## config.mk

```make
export PLATFORM = sky130hd
export DESIGN_NAME = score_digit_addr_gen
export DESIGN_NICKNAME = d
export VERILOG_FILES = /design/src/rtl/score_digit_addr_gen.sv
export SDC_FILE = /design/constraint.sdc
export NUM_CORES = 1
export LEC_CHECK = 0
export CAP_MARGIN = 0
export CORE_MARGIN = 2
export CORE_UTILIZATION = 38
export CTS_BUF_LIST = sky130_fd_sc_hd__clkbuf_4 sky130_fd_sc_hd__clkbuf_8 sky130_fd_sc_hd__clkbuf_16
export DETAILED_ROUTE_END_ITERATION = 10
export PLACE_DENSITY_LB_ADDON = 0.3
export RECOVER_POWER = 50
export SLEW_MARGIN = 20
export SYNTH_ARGS = -nofsm -noshare
export SYNTH_HDL_FRONTEND = slang
export SYNTH_SLANG_ARGS = --single-unit
```

## constraint.sdc

```tcl
create_clock -name clk -period 4.55 [get_ports clk]
set_clock_uncertainty 0.2 [all_clocks]
set_input_delay 1.1375 -clock clk [delete_from_list [all_inputs] [get_ports clk]]
set_output_delay 1.1375 -clock clk [all_outputs]
set_load 0.02 [all_outputs]
```

## src/rtl/score_digit_addr_gen.sv

```systemverilog
// Score keeper and number-sprite address generator: BCD live score, per-frame display snapshot, 2-stage address pipe.
// Optional SCORE_LEADING_BLANK_EN blanks leading zero digits (LSD always shown); no backpressure, output every clk.
module score_digit_addr_gen #(
    parameter logic [9:0] X0          = 10'd280,
    parameter logic [9:0] Y0          = 10'd20,
    parameter int         NDIG        = 3,
    parameter int         SCALE_SHIFT = 1
) (
    input  logic              clk,
    input  logic              rst,
    input  logic [9:0]        hcount,
    input  logic [9:0]        vcount,
    input  logic              hit,
    input  logic              clear,
    output logic [9:0]        addr,
    output logic              addr_valid,
    output logic [4*NDIG-1:0] score_bcd,
    output logic              score_max
);

    localparam int                W     = 6 << SCALE_SHIFT;
    localparam int                H     = 10 << SCALE_SHIFT;
    localparam logic [10:0]       X_END = 11'(X0) + 11'(NDIG * W);
    localparam logic [10:0]       Y_END = 11'(Y0) + 11'(H);
    localparam logic [4*NDIG-1:0] ALL9  = {NDIG{4'h9}};

    logic [4*NDIG-1:0] score, score_inc, disp;
    logic              carry;

    always_comb begin
        score_inc = score;
        carry     = 1'b1;
        for (int i = 0; i < NDIG; i++) begin
            if (carry) begin
                if (score[4*i +: 4] == 4'h9) begin
                    score_inc[4*i +: 4] = 4'h0;
                end else begin
                    score_inc[4*i +: 4] = score[4*i +: 4] + 4'h1;
                    carry               = 1'b0;
                end
            end
        end
    end

    assign score_bcd = score;
    assign score_max = (score == ALL9);

    always_ff @(posedge clk or negedge rst) begin
        if (!rst) begin
            score <= '0;
            disp  <= '0;
        end else begin
            if (clear)
                score <= '0;
            else if (hit && !score_max)
                score <= score_inc;
            // registered read gives the pre-hit value on the snapshot cycle
            if (hcount == 10'd0 && vcount == 10'd0)
                disp <= score;
        end
    end

    // Stage 1: box test, digit index by compare chain, glyph row/col
    logic       in_box;
    logic [9:0] lx, ly, rem;
    logic [1:0] k_c;
    logic [2:0] col_c;
    logic [3:0] row_c;

    always_comb begin
        in_box = ({1'b0, hcount} >= 11'(X0)) && ({1'b0, hcount} < X_END) &&
                 ({1'b0, vcount} >= 11'(Y0)) && ({1'b0, vcount} < Y_END);
        lx  = hcount - X0;
        ly  = vcount - Y0;
        k_c = 2'd0;
        rem = lx;
        for (int i = 1; i < NDIG; i++) begin
            if (lx >= 10'(i * W)) begin
                k_c = 2'(i);
                rem = lx - 10'(i * W);
            end
        end
        col_c = 3'(rem >> SCALE_SHIFT);
        row_c = 4'(ly >> SCALE_SHIFT);
    end

    logic       s1_in;
    logic [1:0] s1_k;
    logic [2:0] s1_col;
    logic [3:0] s1_row;

    always_ff @(posedge clk or negedge rst) begin
        if (!rst) begin
            s1_in  <= 1'b0;
            s1_k   <= 2'd0;
            s1_col <= 3'd0;
            s1_row <= 4'd0;
        end else begin
            s1_in  <= in_box;
            s1_k   <= k_c;
            s1_col <= col_c;
            s1_row <= row_c;
        end
    end

    // Stage 2: digit lookup and sprite-sheet address
    logic [3:0] d;
    logic [9:0] addr_c;
    logic       vld_c;
`ifdef SCORE_LEADING_BLANK_EN
    logic       lead_zero, blank;
`endif

    always_comb begin
        d = 4'h0;
`ifdef SCORE_LEADING_BLANK_EN
        lead_zero = 1'b1;
        blank     = 1'b0;
`endif
        for (int i = 0; i < NDIG; i++) begin
`ifdef SCORE_LEADING_BLANK_EN
            lead_zero = lead_zero && (disp[4*(NDIG-1-i) +: 4] == 4'h0);
`endif
            if (s1_k == 2'(i)) begin
                d = disp[4*(NDIG-1-i) +: 4];
`ifdef SCORE_LEADING_BLANK_EN
                blank = lead_zero && (i != NDIG - 1);
`endif
            end
        end
        addr_c = 10'(s1_row) * 10'd60 + 10'(d) * 10'd6 + 10'(s1_col);
`ifdef SCORE_LEADING_BLANK_EN
        vld_c = s1_in && !blank;
`else
        vld_c = s1_in;
`endif
    end

    always_ff @(posedge clk or negedge rst) begin
        if (!rst) begin
            addr       <= 10'd0;
            addr_valid <= 1'b0;
        end else begin
            addr       <= s1_in ? addr_c : 10'd0;
            addr_valid <= vld_c;
        end
    end

endmodule

```

# [After elaboration in Yosys (flattened, before gate mapping)]
# Index checks and enable logic that the tools add are counted.
# W data, S select, Z words.
[totals] elab_cells=65 n_memories=0 ff_bits=45 mem_bits_rw=0 mem_bits_ro=0 latch_bits=0 out_inout_bits=24
[op_classes] bitwise_logic=0 n_lt_le_gt_ge=6 n_mul=2 muxes=18 div=0 reduce_logical=14 shift=0 n_addsub=9 eq_ne=6
[op_table] cell="$mux W4" count=10
[op_table] cell="$mux W12" count=2
[op_table] cell="$ge A10 B5 Y1 const B" count=2
[op_table] cell="$logic_not A10 Y1" count=2
[op_table] cell="$add A4 B1 Y4 const B" count=3
[op_table] cell="$eq A12 B12 Y1 const B" count=1
[op_table] cell="$eq A4 B4 Y1 const B" count=3
[op_table] cell="$add A10 B3 Y10" count=1
[op_table] cell="$add A10 B7 Y10" count=1
[op_table] cell="$ge A10 B4 Y1 const B" count=1
[op_table] cell="$ge A10 B9 Y1 const B" count=1
[op_table] cell="$lt A10 B6 Y1 const B" count=1
[op_table] cell="$lt A10 B9 Y1 const B" count=1
[op_table] cell="$mux W10" count=1
[op_table] cell="$sub A10 B9 Y10 const B" count=1
[op_table] cell="$mul A4 B4 Y8 const B" count=1
[op_table] cell="$sub A4 B4 Y4 const B" count=2
[op_table] cell="$mul A4 B2 Y6 const B" count=1
[op_table] cell="$reduce_bool A2 Y1" count=3
[op_table] cell="$logic_and A1 B1 Y1" count=5
[op_table] cell="$sub A5 B5 Y5 const B" count=1
[op_table] cell="$mux W1" count=4
[op_table] cell="$reduce_and A2 Y1" count=2
[op_table] cell="$eq A2 B1 Y1 const B" count=1
[op_table] cell="other kinds (4)" count=4

# [Depth between registers and ports, before layout]
# Gate-level depths: netlist (run 1).
[depth] word_depth=8 depth_mapped=15 depth_no_buf=14

# [Least setup slack after synthesis (run 1)]
# Ideal clock, no wire load.
[synth_path] path_kind="flip-flop to flip-flop" from="reg s1_row[0]" to="reg addr[9]" path_slack_ps=1041 period_less_slack_ps=3509 setup_ps=84 arrival_time_ps=3225 n_path_buf=0 path_stages_with_launch=11 cell_sequence="dfrtp_1 fa_1 fa_1 fa_1 ha_1 ha_1 o21ai_0 o21bai_1 o31a_1 a21o_1 a21boi_0"
[synth_via] elab_chain_len=4
[synth_lines] element="start, declared" line="90" text="logic [3:0] s1_row;"
[synth_lines] element="start signal, assigned" line="102" text="s1_row <= row_c;"
[synth_lines] element="$mul A4 B4 Y8" line="131" text="addr_c = 10'(s1_row) * 10'd60 + 10'(d) * 10'd6 + 10'(s1_col);"
[synth_lines] element="$add A10 B7 Y10" line="131"
[synth_lines] element="$add A10 B3 Y10" line="131"
[synth_lines] element="$mux W10" line="144" text="addr <= s1_in ? addr_c : 10'd0;"
[synth_lines] element="end signal, assigned" line="144"
[synth_lines] element="end, declared" line="15" text="output logic [9:0] addr,"
# No other way between the ends.
# A chain may end at the register's enable or synchronous reset.

# [Final worst setup path (run 1)]
# Ends and elaborated chain as after synthesis.

==> impl_summary.txt, run 1 <==
----------------------------------------------------
[Route]
  Detailed-route via count ... 2,089
  Iteration count of the initial detailed-routing pass ... 4
  Routed wire per std cell ... approximately 12 um
  Starting DRC count in detailed routing ... 58
  Drt via density ... between 4 and 5
  WL final ... around 5.2 mm
  DRC ... 0
  Number of antenna-violating nets in the routed design ... 0

[Place]
  Detail Placement HPWL ... about 4.2 mm
  Count of buffers inserted at the top-level ports ... 47
  Cells after DPL ... between 400 and 500
  Gpl congestion ... approximately 0.88

[CTS]
  Number of buffers between clock root and the deepest sink ... 2
  Number of levels in the clock H-tree ... 2
  Quantity of gates resized following cts ... 0
  Worst-skew pair later-pin latency ... about 0.30 ns
  Clock transition at the register clock pins on the worst setup and hold paths after CTS ... ~0.08 ns
  CTS Root Cell ... clkbuf_8
  Total of hold buffers inserted after clock tree synthesis ... 0
  Clock buffers created by TritonCTS ... 5
  Number of buffers inserted by post-CTS setup repair ... 0
  Clk sink count ... 45
  TritonCTS clock tree ... built

[Timing]
  Final-layout worst hold slack ... between 0.2 and 0.3 ns
  Total count of hold-check failures in the final report ... 0
  Relative slew slack ... -56.8%
  Achievable Freq ... 269 MHz
  Slew @ Worst Pin ... 2.35 ns
  Setup_tns ... 0 ns
  Final count of negative-setup-slack endpoints ... 0
  Fin crit period ... between 3 and 4 ns
  Total count of max-transition violations in the final report ... 46
  RSZ-0062 raised after global routing ... no
  Portion of the clock cycle consumed by the worst path in the final layout ... slightly above 80%

[Global route]
  Initial antenna violation count ... 0
  Remaining global-route overflow ... 0
  Aggregate global-route resource usage ... a little over an eighth
  Number of global-route vias before repair ... roughly 2,100
  First-pass GRT wire length ... a little over 9 mm
  Pin count of the biggest net entering global routing ... 46

[Critical path]
  Type of the worst setup path ... reg -> reg
  Most frequent cell on the critical path ... fa_1
  Reg2Reg Setup Slack ... about 0.83 ns
  Worst reg2reg startpoint ... s1_row[0]
  Depth of the worst register-to-register path ... 10
  Critical path startpoint category ... flop
  Kind of end point of the critical path ... flop
  Critical Path, Cell by Cell ... fa_1 -> fa_1 -> fa_1 -> ha_1 -> ha_1 -> o21ai_0 -> o21bai_1 -> o31a_1 -> a21o_1 -> a21boi_0
  Worst endpoint required time ... about 4.6 ns
  Worst flop-to-flop path endpoint ... addr[9]
  Peak per-stage delay on the critical path ... ~0.6 ns
  Crit path arrival time ... 3.73 ns
  Slowest-stage cell, CP ... fa_1
  Largest driver fanout on the critical path ... 4

[Power and ir drop]
  Worst voltage drop across the vdd grid ... ~0.12 mV
  Power density relative to cell area ... between 200 and 300 mW/mm2
  P_leak ... approximately 1.7 nW

[Layout]
  N_diodes ... 0
  Count of filler cells inserted in the layout ... around 680
  Area Growth Syn to Fin ... 24.3%
  Number of nets in the layout ... ~400
  Non-filler cells in the finished layout ... around 420
  Fraction of final layout cells with drive strength greater than 1 ... slightly above 7%

[Synthesis]
  Synth Register Bits ... 45
  Count of different cell masters after synthesis ... 44
  Sequential element share of the synthesized area ... roughly two fifths
  Syn Area/Cell ... roughly 11 um2
  Ys Warns ... 0
  Mapped cell area ... around 0.0029 mm2
  Mapped Cells ... approximately 270
  Post-Synthesis Net Count ... roughly 340

[Worst hold path]
  Hold Path End ... addr[0]
  Class of the tightest hold or removal check ... reg -> reg
  Hold path startpoint ... s1_col[0]
  Cell depth of the worst min-delay path ... 1

[Floorplan]
  Area of the core ... between 0.007 and 0.008 mm2
  Overall die area ... between 0.008 and 0.009 mm2
  Starting Density ... 39.8%
  Height of the chip ... 91.6 um
  Boundary pin count ... 48
  Overall die width ... about 92 um
  Standard-cell row count ... 31

[Run status]
  Violated checks ... max-capacitance violations, max-slew violations
  Outcome ... finished with violations

[Run]
  Max-cap violation count ... 1

----------------------------------------------------
==> Yosys cell counts (all sizes together) <==
| cell type | n | share of area (%) |
|---|---|---|
| dfrtp | 45 | 39 |
| ha | 39 | 17 |
| inv | 18 | 2.3 |
| nor2 | 16 | 2.1 |
| o21ai | 16 | 2.7 |
| nand2 | 14 | 1.8 |
| mux2 | 13 | 5.0 |
| xnor2 | 10 | 3.0 |
| a21oi | 9 | 1.5 |
| a21o | 8 | 2.1 |
| and2 | 8 | 1.7 |
| fa | 8 | 5.5 |
| xor2 | 8 | 2.4 |
| nor3 | 6 | 1.0 |
| a211oi | 5 | 1.3 |
| mux2i | 4 | 1.4 |
| nand3 | 4 | 0.69 |
| and3b | 3 | 0.90 |
| nand4 | 3 | 0.64 |
| o41ai | 3 | 1.5 |
| a2111oi | 2 | 0.64 |
| buf | 2 | 0.56 |
| clkbuf | 2 | 0.26 |
| nand2b | 2 | 0.43 |
| nor3b | 2 | 0.52 |
| nor4b | 2 | 0.60 |
| o21bai | 2 | 0.52 |
| a211o | 1 | 0.30 |
| a21boi | 1 | 0.26 |
| a31oi | 1 | 0.21 |
| and3 | 1 | 0.26 |
| nand3b | 1 | 0.26 |
| nand4b | 1 | 0.30 |
| nor2b | 1 | 0.21 |
| nor4 | 1 | 0.21 |
| o2111ai | 1 | 0.30 |
| o211a | 1 | 0.34 |
| o31a | 1 | 0.30 |
| o31ai | 1 | 0.26 |
| or3 | 1 | 0.21 |
==> cells in the final DEF, fill, tap and decap left out, types with 3 or more instances in the layout <==
master and count:
nand4_1 3, and2_1 7, clkbuf_8 5, dlygate4sd3_1 5
o21ai_0 16, fa_1 8, clkdlybuf4s50_1 41, nor2_1 16
xor2_1 8, mux2i_1 4, inv_1 18, xnor2_1 10
mux2_2 12, ha_1 39, dfrtp_1 45, nand3_1 4
nor3_1 6, nand2_1 14, a211oi_1 5, a21o_1 8
a21oi_1 9, and3b_1 3
==> critical path: cells and delay by family, from the launching register on <==
family	cells	cell delay, ns
compound gates	5	0.82
flops	1	0.44
fa+ha+maj	5	2.18
==> where the power goes <==
| part | internal [mW] | total [mW] | switching, mW |
|---|---|---|---|
| combinational | 0.128 | 0.272 | 0.144 |
| sequential | 0.409 | 0.424 | 0.0144 |
| clock | 0.221 | 0.356 | 0.135 |
| total | 0.758 | 1.05 | 0.293 |
==> per-layer routing <==
| metal | up-vias | global-route usage, % | share of wire, % |
|---|---|---|---|
| met5 | - | 0 | 0 |
| met1 | 1008 | 17.0 | 47 |
| met2 | 36 | 23.2 | 48 |
| met4 | 0 | 4.29 | 0.92 |
| met3 | 4 | 2.66 | 3.5 |
| li1 | 1041 | - | - |
==> worst max-delay path by stage <==
stage | from | endpoint | slack, ns | cells past startpoint
3_3_place_gp | s1_row[0] | addr[9] | 0.95 | 10
5_1_grt | s1_k[0] | addr[9] | 0.61 | 12
3_5_place_dp | s1_row[0] | addr[9] | 0.83 | 10
2_1_floorplan | s1_row[0] | addr[9] | 1.04 | 10
6_report | s1_row[0] | addr[9] | 0.83 | 10
4_1_cts | s1_row[0] | addr[9] | 0.81 | 10
==> sequential cells by signal, indices dropped and copies added, names as in the netlist <==
| signal | flops |
|---|---|
| s1_row | 4 |
| addr | 10 |
| disp | 12 |
| s1_k | 2 |
| s1_in | 1 |
| addr_valid | 1 |
| score_bcd | 12 |
| s1_col | 3 |
==> area by class of cell <==
cell class              count  area, um2  area share (%)
clock buffers               5       68.8            1.90
clock inverters             3       68.8            1.90
inverters                  18       67.6            1.86
multi-input cells         200       1700            46.8
flip-flops and latches     45       1130            31.1
well taps                  99        124            3.42
repair buffers             48        472            13.0
==> kinds of logic after synthesis <==
| kind of cell | after synthesis | share of synthesized area [%] |
|---|---|---|
| and+or+nand+nor | 66 | 11.9 |
| xor gates and xnor gates | 18 | 5.41 |
| buffers and inverters | 22 | 3.13 |
| muxes | 17 | 6.40 |
| AOI/OAI and AO/OA | 52 | 12.3 |
| adders and majority gates | 47 | 22.2 |
| DFF | 45 | 38.6 |
==> through the flow <==
stage	total power [mW]	setup slack [ns]	cell area, um2	utilization (%)
detailed placement	0.704	0.831	3490	47.6
global placement	0.697	0.951	3490	47.6
CTS	1.07	0.813	3620	49.4
finish	1.05	0.833	3620	49.4
floorplan	0.619	1.04	2910	-
global route	1.12	0.613	3620	49.4
No activity file was read; power rests on OpenSTA's default activity.
==> run 2: changes to the inputs <==
==> constraint.sdc (replaced) <==
create_clock -name clk -period 3.2 [get_ports clk]
set_clock_uncertainty 0.2 [all_clocks]
set_input_delay 0.8 -clock clk [delete_from_list [all_inputs] [get_ports clk]]
set_output_delay 0.8 -clock clk [all_outputs]
set_load 0.02 [all_outputs]
==> run 2 against run 1 <==
  * The flow finishes with violations (negative setup slack)
  * Power up 42%
  * Register-to-register slack worse by 1.1 ns
  * Setup slack worse by 1.1 ns
  * Non-clock buffer count up 26
  * Cell count up 6.2%
  * Utilization up 3.4 points
  * Clock power up 3%
  * Critical path type unchanged
  * Highest routed layer unchanged
==> impl_summary.txt, run 2 (synthesis results as in run 1) <==
----------------------------------------------------
[Timing]
  Fin crit period ... 3.44 ns (was 3.72 ns)
  Final worst slack ... -0.241 ns (was 0.833 ns)
  Total count of max-transition violations in the final report ... 0 (was 46)
  Achievable Freq ... 291 MHz (was 269 MHz)
  Portion of the clock cycle consumed by the worst path in the final layout ... 108% (was 81.7%)
  Slew @ Worst Pin ... 0.555 ns (was 2.35 ns)
  Relative slew slack ... 63.0% (was -56.8%)
  Total count of hold-check failures in the final report ... 0 (unchanged)
  RSZ-0062 raised after global routing ... yes (was no)
  Setup_tns ... -0.696 ns (was 0 ns)
  Final count of negative-setup-slack endpoints ... 3 (was 0)

[Route]
  Drt via density ... 4.86 (was 5.00)
  Iteration count of the initial detailed-routing pass ... 4 (unchanged)
  Starting DRC count in detailed routing ... 66 (was 58)
  WL final ... 5.41 mm (was 5.22 mm)
  Routed wire per std cell ... 12.2 um (was 12.5 um)
  Detailed-route via count ... 2,156 (was 2,089)
  Number of antenna-violating nets in the routed design ... 0 (unchanged)
  DRC ... 0 (unchanged)

[Run status]
  Violated checks ... negative setup slack (was max-capacitance violations, max-slew violations)
  Outcome ... finished with violations (unchanged)

[Layout]
  Area of the multi-input gates ... 0.00179 mm2 (was 0.00170 mm2)
  Count of filler cells inserted in the layout ... 647 (was 683)
  Fraction of final layout cells with drive strength greater than 1 ... 18.8% (was 7.21%)
  Most common cell after layout, fill and taps aside ... clkdlybuf4s50_1 (was dfrtp_1)
  Total area of sequential cells ... 0.00113 mm2 (about the same)
  Number of nets in the layout ... 415 (was 389)
  Area Growth Syn to Fin ... 32.9% (was 24.3%)
  N_diodes ... 0 (unchanged)
  Most frequent cells in the layout ... 46 x clkdlybuf4s50_1, 44 x dfrtp_1, 34 x ha_1 (was 45 x dfrtp_1, 41 x clkdlybuf4s50_1, 39 x ha_1)

[Power and ir drop]
  P_leak ... 1.84 nW (was 1.72 nW)
  Power density relative to cell area ... 385 mW/mm2 (was 290 mW/mm2)
  Worst voltage drop across the vdd grid ... 0.191 mV (was 0.125 mV)
  Total design power ... 1.49 mW (was 1.05 mW)

[Critical path]
  Largest driver fanout on the critical path ... 3 (was 4)
  Critical path startpoint category ... flop (unchanged)
  Reg2Reg Setup Slack ... -0.24 ns (was 0.83 ns)
  Type of the worst setup path ... reg -> reg (unchanged)
  Depth of the worst register-to-register path ... 10 (unchanged)
  Worst flop-to-flop path endpoint ... addr[9] (unchanged)
  Kind of end point of the critical path ... flop (unchanged)
  Worst reg2reg startpoint ... s1_row[2] (was s1_row[0])
  Source of the critical timing path ... s1_row[2] (was s1_row[0])
  Crit path arrival time ... 3.47 ns (was 3.73 ns)
  Worst endpoint required time ... 3.23 ns (was 4.56 ns)
  Worst Setup EP ... addr[9] (unchanged)

[CTS]
  Clock buffers created by TritonCTS ... 5 (unchanged)
  Worst-skew pair later-pin latency ... 0.31 ns (was 0.30 ns)
  Number of levels in the clock H-tree ... 2 (unchanged)
  CTS Root Cell ... clkbuf_8 (unchanged)
  Clk sink count ... 45 (unchanged)
  Number of buffers between clock root and the deepest sink ... 2 (unchanged)
  Clock transition at the register clock pins on the worst setup and hold paths after CTS ... 0.09 ns (was 0.08 ns)
  TritonCTS clock tree ... built (unchanged)

[Floorplan]
  Overall die width ... 91.6 um (unchanged)
  Height of the chip ... 91.6 um (unchanged)
  Starting Density ... 39.8% (unchanged)
  Area of the core ... 0.00733 mm2 (unchanged)
  Boundary pin count ... 48 (unchanged)
  Standard-cell row count ... 31 (unchanged)
  Overall die area ... 0.00839 mm2 (unchanged)

[Place]
  Detail Placement HPWL ... 4.17 mm (about the same)
  Count of buffers inserted at the top-level ports ... 47 (unchanged)
  Gpl congestion ... 0.853 (was 0.883)

[Run]
  Max-cap violation count ... 0 (was 1)

[Global route]
  Pin count of the biggest net entering global routing ... 46 (unchanged)
  Initial antenna violation count ... 0 (unchanged)
  First-pass GRT wire length ... 9.71 mm (was 9.29 mm)
  Number of global-route vias before repair ... 2,274 (was 2,067)
  Aggregate global-route resource usage ... 14.2% (was 13.5%)
  Remaining global-route overflow ... 0 (unchanged)

[Worst hold path]
  Class of the tightest hold or removal check ... reg -> reg (unchanged)

----------------------------------------------------
[run 2: cell types whose count changed in the layout (fill, tap and decap cells not counted), moves of 4 or more]
cell,delta
dlygate4sd3_1,-5
a211oi_1,-4
clkdlybuf4s50_1,+5
o21ai_0,-6
a211oi_2,+4
o21ai_1,+4
ha_4,+4
buf_4,+25
ha_1,-5
[run 2: critical path: stages, from the launching register on]
cell and delay (ns):
dfrtp_1 0.41, fa_1 0.59, fa_1 0.47, fa_2 0.56, ha_4 0.20, ha_4 0.22, o21ai_2 0.06, o21bai_1 0.11
o31a_1 0.26, a21o_1 0.18, a21boi_1 0.11
[run 2: metal layers]
| metal | track usage, % | part of all wire, % |
|---|---|---|
| met5 | 0 | 0 |
| met4 | 5.18 | 1.5 |
| met3 | 2.49 | 3.6 |
| met2 | 23.7 | 47 |
| met1 | 18.3 | 48 |
[run 2: where the power goes]
group | internal [mW] | switching, mW
clock | 0.158 | 0.208
sequential | 0.582 | 0.0170
combinational | 0.282 | 0.245
total | 1.02 | 0.470
[run 2: worst min-delay path by stage]
stage	slack (ns)	depth (start not counted)	from	endpoint
detailed placement	0.25	1	s1_col[0]	addr[0]
floorplan	0.23	1	s1_col[0]	addr[0]
finish	0.26	1	s1_col[0]	addr[0]
global placement	0.24	1	s1_col[0]	addr[0]
global route	0.30	1	s1_col[0]	addr[0]
CTS	0.27	1	s1_col[0]	addr[0]
[run 2: cell type report]
class	count	share of cell area [%]
Clock buffer	5	1.78
Tap cell	99	3.20
Multi-Input combinational cell	200	46.2
Inverter	18	1.74
Clock inverter	3	0.646
Timing Repair Buffer	74	17.3
Sequential cell	45	29.1
[run 2: repair_timing]
item | in CTS | in global routing
hold buffers | 0 | 0
pin swaps | 5 | 7
cloned | 0 | 0
buffers inserted | 0 | 1
resized for setup | 3 | 10
endpoints found under the setup margin | 4 | 5
[run 2: per-stage QoR]
step           setup WS [ns]  instances  area [um2]  hold WS (ns)  util (%)
6_report              -0.241        444        3870         0.263      52.8
5_1_grt               -0.373        444        3870         0.304      52.8
4_1_cts               -0.298        443        3820         0.269      52.1
3_5_place_dp          -0.291        435        3720         0.245      50.8
3_3_place_gp          -0.251        435        3720         0.243      50.8
2_1_floorplan         -0.201        267        2960         0.234         -
==> run 3: changes to the inputs <==
--- a/config.mk
+++ b/config.mk
@@ -12,6 +12,7 @@
 export DETAILED_ROUTE_END_ITERATION = 10
 export PLACE_DENSITY_LB_ADDON = 0.3
 export RECOVER_POWER = 50
+export SKIP_LAST_GASP = 1
 export SLEW_MARGIN = 20
 export SYNTH_ARGS = -nofsm -noshare
 export SYNTH_HDL_FRONTEND = slang
==> results of run 3 <==
Same layout as run 2: the final DEF is identical, and so are final timing and power.
